===== src/rtl/reg_write_arbiter_pkg.sv =====
// Shared constants, FSM state type and helpers for the register write arbiter.
package cpu_pkg;
  localparam int unsigned REG_W  = 5;
  localparam int unsigned DATA_W = 32;
  localparam logic [REG_W-1:0] REG_ZERO = 5'd0;

  typedef enum logic [1:0] {
    ST_IDLE,
    ST_WAIT,
    ST_STALL
  } starve_state_t;

  function automatic int unsigned pop_count(input logic [31:0] v);
    int unsigned n;
    n = 0;
    for (int unsigned i = 0; i < 32; i++) begin
      n = n + {31'd0, v[i]};
    end
    return n;
  endfunction
endpackage


===== src/rtl/reg_write_arbiter_if.sv =====
// Bundle of WB, multiply, ID-stage and register-file port signals around the arbiter.
interface reg_write_arbiter_if;
  import cpu_pkg::*;

  logic              wb_we;
  logic [REG_W-1:0]  wb_rw;
  logic [DATA_W-1:0] wb_wd;
  logic              mul_issue;
  logic [REG_W-1:0]  mul_dst;
  logic              mul_valid;
  logic [REG_W-1:0]  mul_rw;
  logic [DATA_W-1:0] mul_wd;
  logic              mul_ready;
  logic [REG_W-1:0]  rs_id;
  logic [REG_W-1:0]  rt_id;
  logic [REG_W-1:0]  dst_id;
  logic              hazard;
  logic              stall_req;
  logic              rf_we;
  logic [REG_W-1:0]  rf_rw;
  logic [DATA_W-1:0] rf_wd;

  modport slave (
    input  wb_we, wb_rw, wb_wd, mul_issue, mul_dst, mul_valid, mul_rw, mul_wd,
           rs_id, rt_id, dst_id,
    output mul_ready, hazard, stall_req, rf_we, rf_rw, rf_wd
  );

  modport master (
    output wb_we, wb_rw, wb_wd, mul_issue, mul_dst, mul_valid, mul_rw, mul_wd,
           rs_id, rt_id, dst_id,
    input  mul_ready, hazard, stall_req, rf_we, rf_rw, rf_wd
  );
endinterface


===== src/rtl/reg_write_arbiter_rw_fifo.sv =====
// Synchronous FIFO of queued multiply results ({rw, wd}); head is visible combinationally.
module rw_fifo #(
  parameter int unsigned DEPTH = 2,
  parameter int unsigned WIDTH = 37
) (
  input  logic             clk,
  input  logic             rst_n,
  input  logic             push,
  input  logic             pop,
  input  logic [WIDTH-1:0] din,
  output logic             full,
  output logic             empty,
  output logic [WIDTH-1:0] head
);
  localparam int unsigned AW = (DEPTH > 1) ? $clog2(DEPTH) : 1;

  logic [WIDTH-1:0] mem [DEPTH];
  logic [AW:0]      wr_ptr;
  logic [AW:0]      rd_ptr;

  // Extra pointer MSB distinguishes full from empty when the indices match.
  assign empty = (wr_ptr == rd_ptr);
  assign full  = (wr_ptr[AW] != rd_ptr[AW]) && (wr_ptr[AW-1:0] == rd_ptr[AW-1:0]);
  assign head  = mem[rd_ptr[AW-1:0]];

  always_ff @(posedge clk or negedge rst_n) begin
    if (!rst_n) begin
      wr_ptr <= '0;
      rd_ptr <= '0;
    end else begin
      if (push) wr_ptr <= wr_ptr + 1'b1;
      if (pop)  rd_ptr <= rd_ptr + 1'b1;
    end
  end

  always_ff @(posedge clk) begin
    if (push) mem[wr_ptr[AW-1:0]] <= din;
  end
endmodule


===== src/rtl/reg_write_arbiter.sv =====
// Register-file write-port arbiter: WB priority, multiply-result FIFO, pending scoreboard
// and starvation stall. Optional same-cycle multiply bypass under RF_WR_BYPASS_EN.
module reg_write_arbiter
  import cpu_pkg::*;
#(
  parameter int unsigned DEPTH        = 2,
  parameter int unsigned STARVE_LIMIT = 4
) (
  input logic                clk,
  input logic                rst_n,
  reg_write_arbiter_if.slave bus
);
  localparam int unsigned ENT_W = REG_W + DATA_W;
  localparam int unsigned CNT_W = $clog2(STARVE_LIMIT + 1);
  localparam logic [CNT_W-1:0] CNT_LAST = CNT_W'(STARVE_LIMIT - 1);

  logic              wb_eff;
  logic              full, empty, push, pop, byp;
  logic [ENT_W-1:0]  head;
  logic              rf_we;
  logic [REG_W-1:0]  rf_rw;
  logic [DATA_W-1:0] rf_wd;
  logic [31:0]       pend, pend_set, pend_clr;
  logic              issue_blocked;
  starve_state_t     state, state_nx;
  logic [CNT_W-1:0]  cnt, cnt_nx;
  logic              stall_req;

  assign wb_eff = bus.wb_we && (bus.wb_rw != REG_ZERO);

  rw_fifo #(
    .DEPTH (DEPTH),
    .WIDTH (ENT_W)
  ) u_fifo (
    .clk   (clk),
    .rst_n (rst_n),
    .push  (push),
    .pop   (pop),
    .din   ({bus.mul_rw, bus.mul_wd}),
    .full  (full),
    .empty (empty),
    .head  (head)
  );

  always_comb begin
    rf_we = 1'b0;
    rf_rw = '0;
    rf_wd = '0;
    pop   = 1'b0;
    byp   = 1'b0;
    if (wb_eff) begin
      rf_we = 1'b1;
      rf_rw = bus.wb_rw;
      rf_wd = bus.wb_wd;
    end else if (!empty) begin
      rf_we = 1'b1;
      rf_rw = head[ENT_W-1:DATA_W];
      rf_wd = head[DATA_W-1:0];
      pop   = 1'b1;
`ifdef RF_WR_BYPASS_EN
    end else if (bus.mul_valid && (bus.mul_rw != REG_ZERO)) begin
      rf_we = 1'b1;
      rf_rw = bus.mul_rw;
      rf_wd = bus.mul_wd;
      byp   = 1'b1;
`else
    end else begin
      byp   = 1'b0;
`endif
    end
  end

  // Zero-register results are acknowledged through mul_ready but never stored.
  assign push = bus.mul_valid && !full && (bus.mul_rw != REG_ZERO) && !byp;

  assign bus.mul_ready = !full;
  assign bus.rf_we     = rf_we;
  assign bus.rf_rw     = rf_rw;
  assign bus.rf_wd     = rf_wd;

  always_comb begin
    pend_set = '0;
    pend_clr = '0;
    if (bus.mul_issue && (bus.mul_dst != REG_ZERO)) pend_set[bus.mul_dst] = 1'b1;
    if (pop || byp) pend_clr[rf_rw] = 1'b1;
  end

  always_ff @(posedge clk or negedge rst_n) begin
    if (!rst_n) pend <= '0;
    else        pend <= (pend & ~pend_clr) | pend_set;
  end

  assign issue_blocked = (pop_count(pend) == DEPTH);

  always_comb begin
    bus.hazard = issue_blocked;
    if (bus.rs_id  != REG_ZERO && pend[bus.rs_id])  bus.hazard = 1'b1;
    if (bus.rt_id  != REG_ZERO && pend[bus.rt_id])  bus.hazard = 1'b1;
    if (bus.dst_id != REG_ZERO && pend[bus.dst_id]) bus.hazard = 1'b1;
  end

  always_ff @(posedge clk or negedge rst_n) begin
    if (!rst_n) begin
      state     <= ST_IDLE;
      cnt       <= '0;
      stall_req <= 1'b0;
    end else begin
      state     <= state_nx;
      cnt       <= cnt_nx;
      stall_req <= (state_nx == ST_STALL);
    end
  end

  always_comb begin
    state_nx = state;
    cnt_nx   = cnt;
    unique case (state)
      ST_IDLE: begin
        cnt_nx = '0;
        if (full && wb_eff) state_nx = ST_WAIT;
      end
      ST_WAIT: begin
        if (pop) begin
          state_nx = ST_IDLE;
          cnt_nx   = '0;
        end else if (full) begin
          if (cnt == CNT_LAST) begin
            state_nx = ST_STALL;
            cnt_nx   = '0;
          end else begin
            cnt_nx = cnt + 1'b1;
          end
        end
      end
      ST_STALL: begin
        cnt_nx = '0;
        if (empty) state_nx = ST_IDLE;
      end
      default: begin
        state_nx = ST_IDLE;
        cnt_nx   = '0;
      end
    endcase
  end

  assign bus.stall_req = stall_req;
endmodule

===== src/flat_wrapper.sv =====
// flat-port wrapper written by rule: the top's interface ports become plain ports
module reg_write_arbiter_flat import cpu_pkg::*;
#(
  parameter int unsigned DEPTH        = 2,
  parameter int unsigned STARVE_LIMIT = 4
)
  (clk, rst_n, bus_wb_we, bus_wb_rw, bus_wb_wd, bus_mul_issue, bus_mul_dst, bus_mul_valid, bus_mul_rw, bus_mul_wd, bus_rs_id, bus_rt_id, bus_dst_id, bus_mul_ready, bus_hazard, bus_stall_req, bus_rf_we, bus_rf_rw, bus_rf_wd);
  reg_write_arbiter_if bus_i ();
  input logic clk;
  input logic rst_n;
  input wire logic [$bits(bus_i.wb_we)-1:0] bus_wb_we;
  input wire logic [$bits(bus_i.wb_rw)-1:0] bus_wb_rw;
  input wire logic [$bits(bus_i.wb_wd)-1:0] bus_wb_wd;
  input wire logic [$bits(bus_i.mul_issue)-1:0] bus_mul_issue;
  input wire logic [$bits(bus_i.mul_dst)-1:0] bus_mul_dst;
  input wire logic [$bits(bus_i.mul_valid)-1:0] bus_mul_valid;
  input wire logic [$bits(bus_i.mul_rw)-1:0] bus_mul_rw;
  input wire logic [$bits(bus_i.mul_wd)-1:0] bus_mul_wd;
  input wire logic [$bits(bus_i.rs_id)-1:0] bus_rs_id;
  input wire logic [$bits(bus_i.rt_id)-1:0] bus_rt_id;
  input wire logic [$bits(bus_i.dst_id)-1:0] bus_dst_id;
  output wire logic [$bits(bus_i.mul_ready)-1:0] bus_mul_ready;
  output wire logic [$bits(bus_i.hazard)-1:0] bus_hazard;
  output wire logic [$bits(bus_i.stall_req)-1:0] bus_stall_req;
  output wire logic [$bits(bus_i.rf_we)-1:0] bus_rf_we;
  output wire logic [$bits(bus_i.rf_rw)-1:0] bus_rf_rw;
  output wire logic [$bits(bus_i.rf_wd)-1:0] bus_rf_wd;
  assign bus_i.wb_we = bus_wb_we;
  assign bus_i.wb_rw = bus_wb_rw;
  assign bus_i.wb_wd = bus_wb_wd;
  assign bus_i.mul_issue = bus_mul_issue;
  assign bus_i.mul_dst = bus_mul_dst;
  assign bus_i.mul_valid = bus_mul_valid;
  assign bus_i.mul_rw = bus_mul_rw;
  assign bus_i.mul_wd = bus_mul_wd;
  assign bus_i.rs_id = bus_rs_id;
  assign bus_i.rt_id = bus_rt_id;
  assign bus_i.dst_id = bus_dst_id;
  assign bus_mul_ready = bus_i.mul_ready;
  assign bus_hazard = bus_i.hazard;
  assign bus_stall_req = bus_i.stall_req;
  assign bus_rf_we = bus_i.rf_we;
  assign bus_rf_rw = bus_i.rf_rw;
  assign bus_rf_wd = bus_i.rf_wd;
  reg_write_arbiter #(.DEPTH(DEPTH), .STARVE_LIMIT(STARVE_LIMIT)) u_core (.clk(clk), .rst_n(rst_n), .bus(bus_i));
endmodule

===== config.mk =====
export PLATFORM = sky130hd
export DESIGN_NAME = reg_write_arbiter_flat
export DESIGN_NICKNAME = d
export VERILOG_FILES = /design/src/rtl/reg_write_arbiter_pkg.sv /design/src/rtl/reg_write_arbiter_if.sv /design/src/rtl/reg_write_arbiter_rw_fifo.sv /design/src/rtl/reg_write_arbiter.sv /design/src/flat_wrapper.sv
export SDC_FILE = /design/constraint.sdc
export NUM_CORES = 1
export LEC_CHECK = 0
export BUFFER_PORTS_ARGS = -buffer_cell sky130_fd_sc_hd__buf_2
export CORE_UTILIZATION = 55
export CTS_CLUSTER_SIZE = 16
export DETAILED_ROUTE_END_ITERATION = 16
export PLACE_DENSITY = 0.8
export SKIP_CTS_REPAIR_TIMING = 1
export SKIP_LAST_GASP = 1
export SLEW_MARGIN = 20
export SYNTH_ARGS = -nofsm -noshare
export SYNTH_HDL_FRONTEND = slang
export SYNTH_SLANG_ARGS = --single-unit

===== constraint.sdc =====
create_clock -name clk -period 7.05 [get_ports clk]
set_input_delay 1.0575 -clock clk [delete_from_list [all_inputs] [get_ports clk]]
set_output_delay 1.0575 -clock clk [all_outputs]
set_load 0.02 [all_outputs]

; ---- After elaboration in Yosys (flattened, before gate mapping)
; Memory sizes are Yosys's and may differ from the RTL's.
; Index checks and enable logic that the tools add are counted.
[word_totals]
ff_bits = 42
ramBits = 74
in_bits = 99
output_inout_bits = 41
wordCells = 113
mem_count = 1
[mem_list]
columns = name, depth, word_bits, read_ports, rd_clocked_by_memory_dff, wr, line_no
row1 = u_core.u_fifo.mem, 2, 37, 1, 0, 1, reg_write_arbiter_rw_fifo.sv:17  ; logic [WIDTH-1:0] mem [DEPTH];
[classes]
add_sub_neg = 34
n_lt_le_gt_ge = 7
eq_ne = 9
n_mux = 34
n_bitwise = 3
n_reduce_logical = 19
[op_table]
columns = op, n
row1 = $add A32 B1 Y32, 30
row2 = $mux W32, 4
row3 = $and A32 B32 Y32, 1
row4 = $eq A32 B2 Y1 const B, 1
row5 = $not A32 Y32, 1
row6 = $or A32 B32 Y32, 1
row7 = $lt A5 B6 Y1 const B, 5
row8 = $reduce_bool A5 Y1, 6
row9 = $bmux W1 S5, 3
row10 = $mux W1, 13
row11 = $mux W3, 4
row12 = $logic_and A1 B1 Y1, 11
row13 = $demux W1 S5, 2
row14 = $ge A5 B1 Y1 const B, 2
row15 = $mux W2, 5
row16 = $mux W5, 2
row17 = $pmux W2 S3, 1
row18 = $add A2 B1 Y2 const B, 2
row19 = $eq A2 B2 Y1 const B, 2
row20 = $add A3 B1 Y3 const B, 1
row21 = $eq A3 B2 Y1 const B, 1
row22 = $ne A3 B1 Y1 const B, 1
row23 = $add A1 B1 Y2, 1
row24 = $eq A2 B1 Y1 const B, 1
row25 = 5 further kinds, 5

; ---- Depth between registers and ports, before layout
; Gate-level depths: netlist (run 1).
[logic_depth]
word_depth = 35
depth_mapped = 18

; ---- Hierarchy
; From an unflattened synthesis (run 1), not the netlist that was laid out.
[hier_totals]
hier_cells = 594
area_unflattened_um2 = 6942.9
[modules_own_cells]
columns = mod, n_inst, cells_each, area_per_inst_um2, seq_area_each_um2
row1 = reg_write_arbiter, 1, 464, 4072.7, 950.9
row2 = rw_fifo, 1, 130, 2870.3, 2322.2

; ---- Least setup slack after synthesis (run 1)
; No wires, ideal clock.
[synth_timing]
path_type = register to output
from = register u_core.pend[1]
to = output port bus_hazard
arrival_ps = 5107
required_time_ps = 5992
slack_ps = 886
path_stages_with_launch = 18
n_path_buf = 0
path_cell_list = dfrtp_1 > ha_1 > inv_1 > fa_1 > inv_1 > fa_1 > fa_1 > fa_1 > fa_1 > inv_1 > fa_1 > fa_1 > inv_1 > fa_1 > nand4_1 > o21ai_0 > nor4_1 > nand3_1
[synth_via]
elab_chain_len = 35
[synth_lines]
columns = item, line_no
row1 = from (decl), reg_write_arbiter.sv:23  ; logic [31:0] pend, pend_set, pend_clr;
row2 = from (signal assigned), reg_write_arbiter.sv:90  ; else pend <= (pend & ~pend_clr) | pend_set;
row3 = $add A1 B1 Y2, reg_write_arbiter_pkg.sv:17  ; n = n + {31'd0, v[i]};
row4 = $add A32 B1 Y32 (30 in series), reg_write_arbiter_pkg.sv:17
row5 = $eq A32 B2 Y1, reg_write_arbiter.sv:93  ; assign issue_blocked = (pop_count(pend) == DEPTH);
row6 = $mux W1, reg_write_arbiter.sv:97  ; if (bus.rs_id != REG_ZERO && pend[bus.rs_id]) bus.hazard = 1'b1;
row7 = $mux W1, reg_write_arbiter.sv:98  ; if (bus.rt_id != REG_ZERO && pend[bus.rt_id]) bus.hazard = 1'b1;
row8 = $mux W1 *, reg_write_arbiter.sv:99  ; if (bus.dst_id != REG_ZERO && pend[bus.dst_id]) bus.hazard = 1'b1;
row9 = to (decl), flat_wrapper.sv:23  ; output wire logic [$bits(bus_i.hazard)-1:0] bus_hazard;
; Mark *: on every way between the ends. The rest lies on a longest branch, timed or not. The select of a mux whose other input is x is not followed.

; ---- Worst setup path after layout (run 1)
; Same ends and word-level chain as after synthesis.

==> results.json, run 1 <==
{
  "vias_per_cell": 6.012,
  "routabilityCongestion": 0.9304,
  "grt_max_degree": 68,
  "cts.clk_slew.worst_paths_ns": 0.05,
  "timing.hold.worst.class": "reg -> reg",
  "yosys_most_used_dff": "sky130_fd_sc_hd__edfxtp_1",
  "die_width_um": 113.0,
  "worst_slew_pin_slew_ns": 1.087,
  "drv_slew": 0,
  "worst_slew_margin_rel_pct": 27.51,
  "outcome": "finished, final reports clean",
  "ys_async_sr_fraction_pct": 36.21,
  "critical_path.max_stage_delay_ns": 0.54,
  "cts_buffer_depth": 2,
  "final_net_count": 854,
  "tritoncts": "yes",
  "stdcell_count": 882,
  "core_area_um2": 12010,
  "ys_warn_count": 0,
  "crit-reg2reg-launch": "u_core.u_fifo.rd_ptr[0]$_DFFE_PN0P_",
  "layout-area-overhead-vs-synth_pct": 20.34,
  "yosysUniqueCellTypes": 58,
  "cts.sinks": 116,
  "detail_route.first_pass.iterations": 5,
  "insertion_delay_ns": 0.42,
  "initial_core_util_pct": 56.44,
  "startpoint_of_the_most_critical_setup_path": "u_core.pend[1]$_DFF_PN0_",
  "dieHeight_um": 113.0,
  "setup_tns_ns": 0,
  "hold_violations": 0,
  "drt_first_iter_violations": 464,
  "placement_rows": 40,
  "post-place-cells": 848,
  "timing.critical_path.from_type": "flop",
  "path_class": "reg -> out",
  "worstPathRequired_ns": 5.99,
  "floorplan.die_area_um2": 12770,
  "via_count": 5303,
  "mappedNetlistNets": 722,
  "hpwl_mm": 12.47,
  "worstPathMaxFanout": 5,
  "arrival_time_reported_for_the_critical_path_endpoint_ns": 5.63,
  "cpMostUsedCell": "sky130_fd_sc_hd__fa_1",
  "grt_overflow_total": 0,
  "critical_path.endpoint_type": "output port",
  "synth.cell_area_um2": 6779,
  "synth_area_per_cell_um2": 11.49,
  "ant_nets": 0,
  "finClkSkew_ns": 0.004846,
  "post-route-drc-count": 0,
  "route.detailed.wl_per_inst_um": 19.21,
  "unrepaired_setup_endpoints_after_global_routing": "no",
  "synth-edff-count": 74,
  "cap_violations": 0,
  "cp_cell_sequence": "ha_1 > inv_1 > fa_1 > inv_1 > fa_1 > fa_1 > fa_1 > fa_1 > inv_1 > fa_1 > fa_2 > inv_1 > fa_1 > nand4_1 > o21ai_1 > nor4_1 > nand3_1 > buf_2",
  "wl_mm": 16.95,
  "io_buffers": 139,
  "first_global_vias": 5322,
  "final.min_clock_period_ns": 6.683,
  "timing.critical_path.slowest_stage_cell": "sky130_fd_sc_hd__fa_1",
  "grt_use_total_pct": 27.87,
  "critPathCapture": "bus_hazard",
  "post_synth_inst_count": 590,
  "timing.fmax_ghz": 0.1496,
  "regToRegSetupSlack_ns": 4.25,
  "reg2regPathDepth": 6,
  "initial_antenna_violation_count": 0,
  "io_pins": 140,
  "synth_seq_area_share_pct": 48.28,
  "layout-drive-gt1-share_pct": 28.57,
  "fin_crit_sh_pct": 94.79,
  "grt_pass1_wl_mm": 26.83,
  "mostFrequentLayoutCell": "sky130_fd_sc_hd__buf_2",
  "final_cell_mix": "139 x sky130_fd_sc_hd__buf_2, 80 x sky130_fd_sc_hd__nand2_1, 74 x sky130_fd_sc_hd__edfxtp_1",
  "ctsRootBufferMaster": "sky130_fd_sc_hd__clkbuf_16",
  "setup_viol": 0,
  "cts_htree_levels": 4,
  "rr_endpoint": "u_core.u_fifo.mem[0][16]$_DFFE_PP_",
  "antennaDiodeCount": 0,
  "cts_inserted_buffers": 17,
  "ys_ff_latch": 116
}
[critical path, delay by kind of cell (launching register included)]
kind / cells / cell delay [ns]
fa+ha+maj: 9 / 3.93
simple gates: 3 / 0.35
flops: 1 / 0.44
buf+inv: 5 / 0.40
compound gates: 1 / 0.09
[Yosys cell counts (3+ instances only)]
| cell type | number | share of area (%) |
|---|---|---|
| sky130_fd_sc_hd__nand2_1 | 80 | 4.4 |
| sky130_fd_sc_hd__edfxtp_1 | 74 | 33 |
| sky130_fd_sc_hd__inv_1 | 48 | 2.7 |
| sky130_fd_sc_hd__mux2i_1 | 43 | 6.3 |
| sky130_fd_sc_hd__dfrtp_1 | 42 | 16 |
| sky130_fd_sc_hd__o31ai_1 | 37 | 4.1 |
| sky130_fd_sc_hd__fa_1 | 24 | 7.1 |
| sky130_fd_sc_hd__nor2_1 | 23 | 1.3 |
| sky130_fd_sc_hd__a21oi_1 | 18 | 1.3 |
| sky130_fd_sc_hd__mux4_2 | 17 | 5.6 |
| sky130_fd_sc_hd__o21ai_0 | 14 | 1.0 |
| sky130_fd_sc_hd__buf_2 | 13 | 0.96 |
| sky130_fd_sc_hd__clkbuf_1 | 13 | 0.72 |
| sky130_fd_sc_hd__nor3_1 | 13 | 0.96 |
| sky130_fd_sc_hd__nand4_1 | 12 | 1.1 |
| sky130_fd_sc_hd__o21ai_1 | 12 | 0.89 |
| sky130_fd_sc_hd__ha_1 | 9 | 1.7 |
| sky130_fd_sc_hd__mux2_2 | 9 | 1.5 |
| sky130_fd_sc_hd__nand2b_1 | 9 | 0.83 |
| sky130_fd_sc_hd__nor2b_1 | 8 | 0.74 |
| sky130_fd_sc_hd__nand3_1 | 6 | 0.44 |
| sky130_fd_sc_hd__a211oi_1 | 5 | 0.55 |
| sky130_fd_sc_hd__o22ai_1 | 5 | 0.46 |
| sky130_fd_sc_hd__xnor2_1 | 5 | 0.65 |
| sky130_fd_sc_hd__a22oi_1 | 4 | 0.44 |
| sky130_fd_sc_hd__and2_1 | 4 | 0.37 |
| sky130_fd_sc_hd__or3_1 | 3 | 0.28 |
[cells by family after synthesis]
kind of cell	after synthesis	share of synthesized area, %
mux	69	13.49
xor+xnor	7	1.015
flops	116	48.28
simple gates	169	11.66
buf+inv	79	4.836
compound gates	117	11.96
fa+ha+maj	33	8.749
[per-stage QoR]
step	worst slack [ns]	cell area, um2	utilization (%)	hold slack (ns)
2_1_floorplan	0.8857	6779	-	0.4619
3_3_place_gp	0.7242	7547	62.83	0.4765
3_5_place_dp	0.5670	7547	62.83	0.4837
4_1_cts	0.1069	8107	67.49	0.4948
5_1_grt	0.03789	8158	67.92	0.5049
6_report	0.3674	8158	67.92	0.4913
[flip-flops by register name (all words and copies together), names as in the netlist]
signal,count
u_core.pend,32
u_core.state,2
u_core.cnt,3
u_core.u_fifo.mem,74
u_core.bus.stall_req,1
u_core.u_fifo.wr_ptr,2
u_core.u_fifo.rd_ptr,2
[worst min-delay path by stage]
stage | startpoint | to | depth (start not counted)
finish | u_core.u_fifo.rd_ptr[1]$_DFFE_PN0P_ | u_core.u_fifo.rd_ptr[1]$_DFFE_PN0P_ | 1
global route | u_core.u_fifo.rd_ptr[1]$_DFFE_PN0P_ | u_core.u_fifo.rd_ptr[1]$_DFFE_PN0P_ | 1
CTS | u_core.u_fifo.rd_ptr[1]$_DFFE_PN0P_ | u_core.u_fifo.rd_ptr[1]$_DFFE_PN0P_ | 1
detailed placement | u_core.u_fifo.rd_ptr[1]$_DFFE_PN0P_ | u_core.u_fifo.rd_ptr[1]$_DFFE_PN0P_ | 1
global placement | u_core.u_fifo.wr_ptr[1]$_DFFE_PN0P_ | u_core.u_fifo.wr_ptr[1]$_DFFE_PN0P_ | 1
floorplan | u_core.u_fifo.wr_ptr[1]$_DFFE_PN0P_ | u_core.u_fifo.wr_ptr[1]$_DFFE_PN0P_ | 1
[layer usage]
metal / track usage, % / up-vias / routed length [um]
li1: - / 2451 / -
met1: 33.92 / 2548 / 6553
met2: 46.99 / 261 / 8685
met3: 7.017 / 43 / 1254
met4: 12.72 / 0 / 452
met5: 0 / - / 0
[cell type report]
type                    count  area [um2]
flip-flops and latches    116        3276
clock inverters            15       133.9
multi-input cells         395        3197
clock buffers              17       425.4
fillers                   850        3854
inverters                  49       183.9
well taps                 147       183.9
repair buffers            143       758.2
Power of run 1 is left out: the tool's default activity adds up to more than one toggle a clock period on the data nets, which glitch-free logic cannot reach.
==> run 2: changes to the inputs <==
--- a/config.mk
+++ b/config.mk
@@ -5,11 +5,11 @@
 export SDC_FILE = /design/constraint.sdc
 export NUM_CORES = 1
 export LEC_CHECK = 0
-export BUFFER_PORTS_ARGS = -buffer_cell sky130_fd_sc_hd__buf_2
 export CORE_UTILIZATION = 55
 export CTS_CLUSTER_SIZE = 16
 export DETAILED_ROUTE_END_ITERATION = 16
-export PLACE_DENSITY = 0.8
+export DONT_BUFFER_PORTS = 1
+export PLACE_DENSITY = 0.7
 export SKIP_CTS_REPAIR_TIMING = 1
 export SKIP_LAST_GASP = 1
 export SLEW_MARGIN = 20
==> run 2 against run 1 <==
First-iteration DRC count decreased by 35%. Non-clock buffer count decreased by 139. Cell count decreased by 16%. Critical path type unchanged.
==> results.json, run 2 (same netlist as run 1, synthesis figures left out) <==
{
  "io_buffers": 0,
  "timing.critical_path.from_type": "flop",
  "grt_pass1_wl_mm": 23.29,
  "worst_slew_pin_slew_ns": 1.058,
  "postLayoutSetupSlackWorst_ns": 0.3009,
  "setup_tns_ns": 0,
  "post-route-cell-area_um2": 7447,
  "antennaDiodeCount": 0,
  "final.min_clock_period_ns": 6.749,
  "setup_viol": 0,
  "hpwl_mm": 11.02,
  "grt_max_degree": 68,
  "placed_cell_area_um2": 6852,
  "detail_route.first_pass.iterations": 5,
  "initial_antenna_violation_count": 0,
  "wl_mm": 14.74,
  "worstPathMaxFanout": 5,
  "post-route-drc-count": 0,
  "layout-drive-gt1-share_pct": 11.91,
  "hold_violations": 0,
  "cts_htree_levels": 4,
  "place_ws_ns": 0.5590,
  "drv_slew": 0,
  "fin_crit_sh_pct": 95.73,
  "timing.hold.worst.class": "in -> async",
  "ant_nets": 0,
  "unrepaired_setup_endpoints_after_global_routing": "no",
  "cts_inserted_buffers": 17,
  "floorplan.die_area_um2": 12770,
  "mostFrequentLayoutCell": "sky130_fd_sc_hd__nand2_1",
  "critical_path.endpoint_type": "output port",
  "worst_slew_margin_rel_pct": 29.50,
  "via_count": 4662,
  "outcome": "finished, final reports clean",
  "layout-area-overhead-vs-synth_pct": 9.856,
  "ctsRootBufferMaster": "sky130_fd_sc_hd__clkbuf_16",
  "initial_core_util_pct": 56.44,
  "worstPathRequired_ns": 5.99,
  "arrival_time_reported_for_the_critical_path_endpoint_ns": 5.69,
  "vias_per_cell": 6.275,
  "timing.fmax_ghz": 0.1482,
  "path_class": "reg -> out",
  "insertion_delay_ns": 0.41,
  "cts.sinks": 116,
  "route.detailed.wl_per_inst_um": 19.83,
  "drt_first_iter_violations": 300,
  "routabilityCongestion": 0.8882,
  "final.hold.worst_slack_ns": 0.3447,
  "dieHeight_um": 113.0,
  "tritoncts": "yes",
  "cap_violations": 0,
  "first_global_vias": 4527,
  "core_area_um2": 12010,
  "cts_buffer_depth": 2,
  "grt_overflow_total": 0,
  "placement_rows": 40,
  "largest_reg_flops": 74,
  "final_cell_mix": "80 x sky130_fd_sc_hd__nand2_1, 74 x sky130_fd_sc_hd__edfxtp_1, 48 x sky130_fd_sc_hd__inv_1",
  "num-fill-cells": 966,
  "cts.clk_slew.worst_paths_ns": 0.05,
  "die_width_um": 113.0,
  "finClkSkew_ns": 0.007165,
  "final_net_count": 715,
  "grt_use_total_pct": 24.29,
  "io_pins": 140
}
==> run 2: metrics by stage <==
stage	std cells	utilization (%)
2_1_floorplan	590	-
3_3_place_gp	709	57.04
3_5_place_dp	709	57.04
4_1_cts	741	61.51
5_1_grt	743	62.00
6_report	743	62.00
==> run 2: final timing paths <==
kind	to	slack, ns	cells past startpoint	from
max in group asynchronous	u_core.u_fifo.rd_ptr[0]$_DFFE_PN0P_	6.59	0	rst_n
min in group clk	u_core.u_fifo.rd_ptr[1]$_DFFE_PN0P_	0.49	1	u_core.u_fifo.rd_ptr[1]$_DFFE_PN0P_
min reg2reg	u_core.u_fifo.rd_ptr[1]$_DFFE_PN0P_	0.49	1	u_core.u_fifo.rd_ptr[1]$_DFFE_PN0P_
max	bus_hazard	0.30	17	u_core.pend[1]$_DFF_PN0_
max reg2reg	u_core.u_fifo.mem[1][6]$_DFFE_PP_	3.94	6	u_core.u_fifo.rd_ptr[0]$_DFFE_PN0P_
min	u_core.pend[24]$_DFF_PN0_	0.34	0	rst_n
==> run 2: critical path: stages (launching register included) <==
cell and delay, ns:
sky130_fd_sc_hd__dfrtp_2 0.44, sky130_fd_sc_hd__ha_1 0.29, sky130_fd_sc_hd__inv_1 0.05, sky130_fd_sc_hd__fa_1 0.47
sky130_fd_sc_hd__inv_1 0.05, sky130_fd_sc_hd__fa_1 0.52, sky130_fd_sc_hd__fa_1 0.44, sky130_fd_sc_hd__fa_1 0.49
sky130_fd_sc_hd__fa_1 0.51, sky130_fd_sc_hd__inv_1 0.05, sky130_fd_sc_hd__fa_1 0.45, sky130_fd_sc_hd__fa_2 0.36
sky130_fd_sc_hd__inv_1 0.07, sky130_fd_sc_hd__fa_1 0.41, sky130_fd_sc_hd__nand4_1 0.09, sky130_fd_sc_hd__o21ai_0 0.11
sky130_fd_sc_hd__nor4_1 0.21, sky130_fd_sc_hd__nand3_1 0.26
==> run 2: area by class of cell <==
class / count / area, um2 / share of cell area (%)
clock inverters: 14 / 107.6 / 1.445
flip-flops and latches: 116 / 3276 / 43.99
inverters: 49 / 183.9 / 2.470
clock buffers: 18 / 429.2 / 5.763
multi-input cells: 395 / 3197 / 42.93
repair buffers: 4 / 70.07 / 0.9409
well taps: 147 / 183.9 / 2.470
==> run 2: layer usage <==
layer / vias up / global-route usage (%) / share of wire (%) / wire length [um]
li1: 2166 / - / - / -
met1: 2289 / 31.00 / 42 / 6136
met2: 185 / 38.98 / 49 / 7184
met3: 22 / 7.820 / 7.9 / 1158
met4: 0 / 9.123 / 1.7 / 255
met5: - / 0 / 0 / 0
Power of run 2 is left out for the same reason.
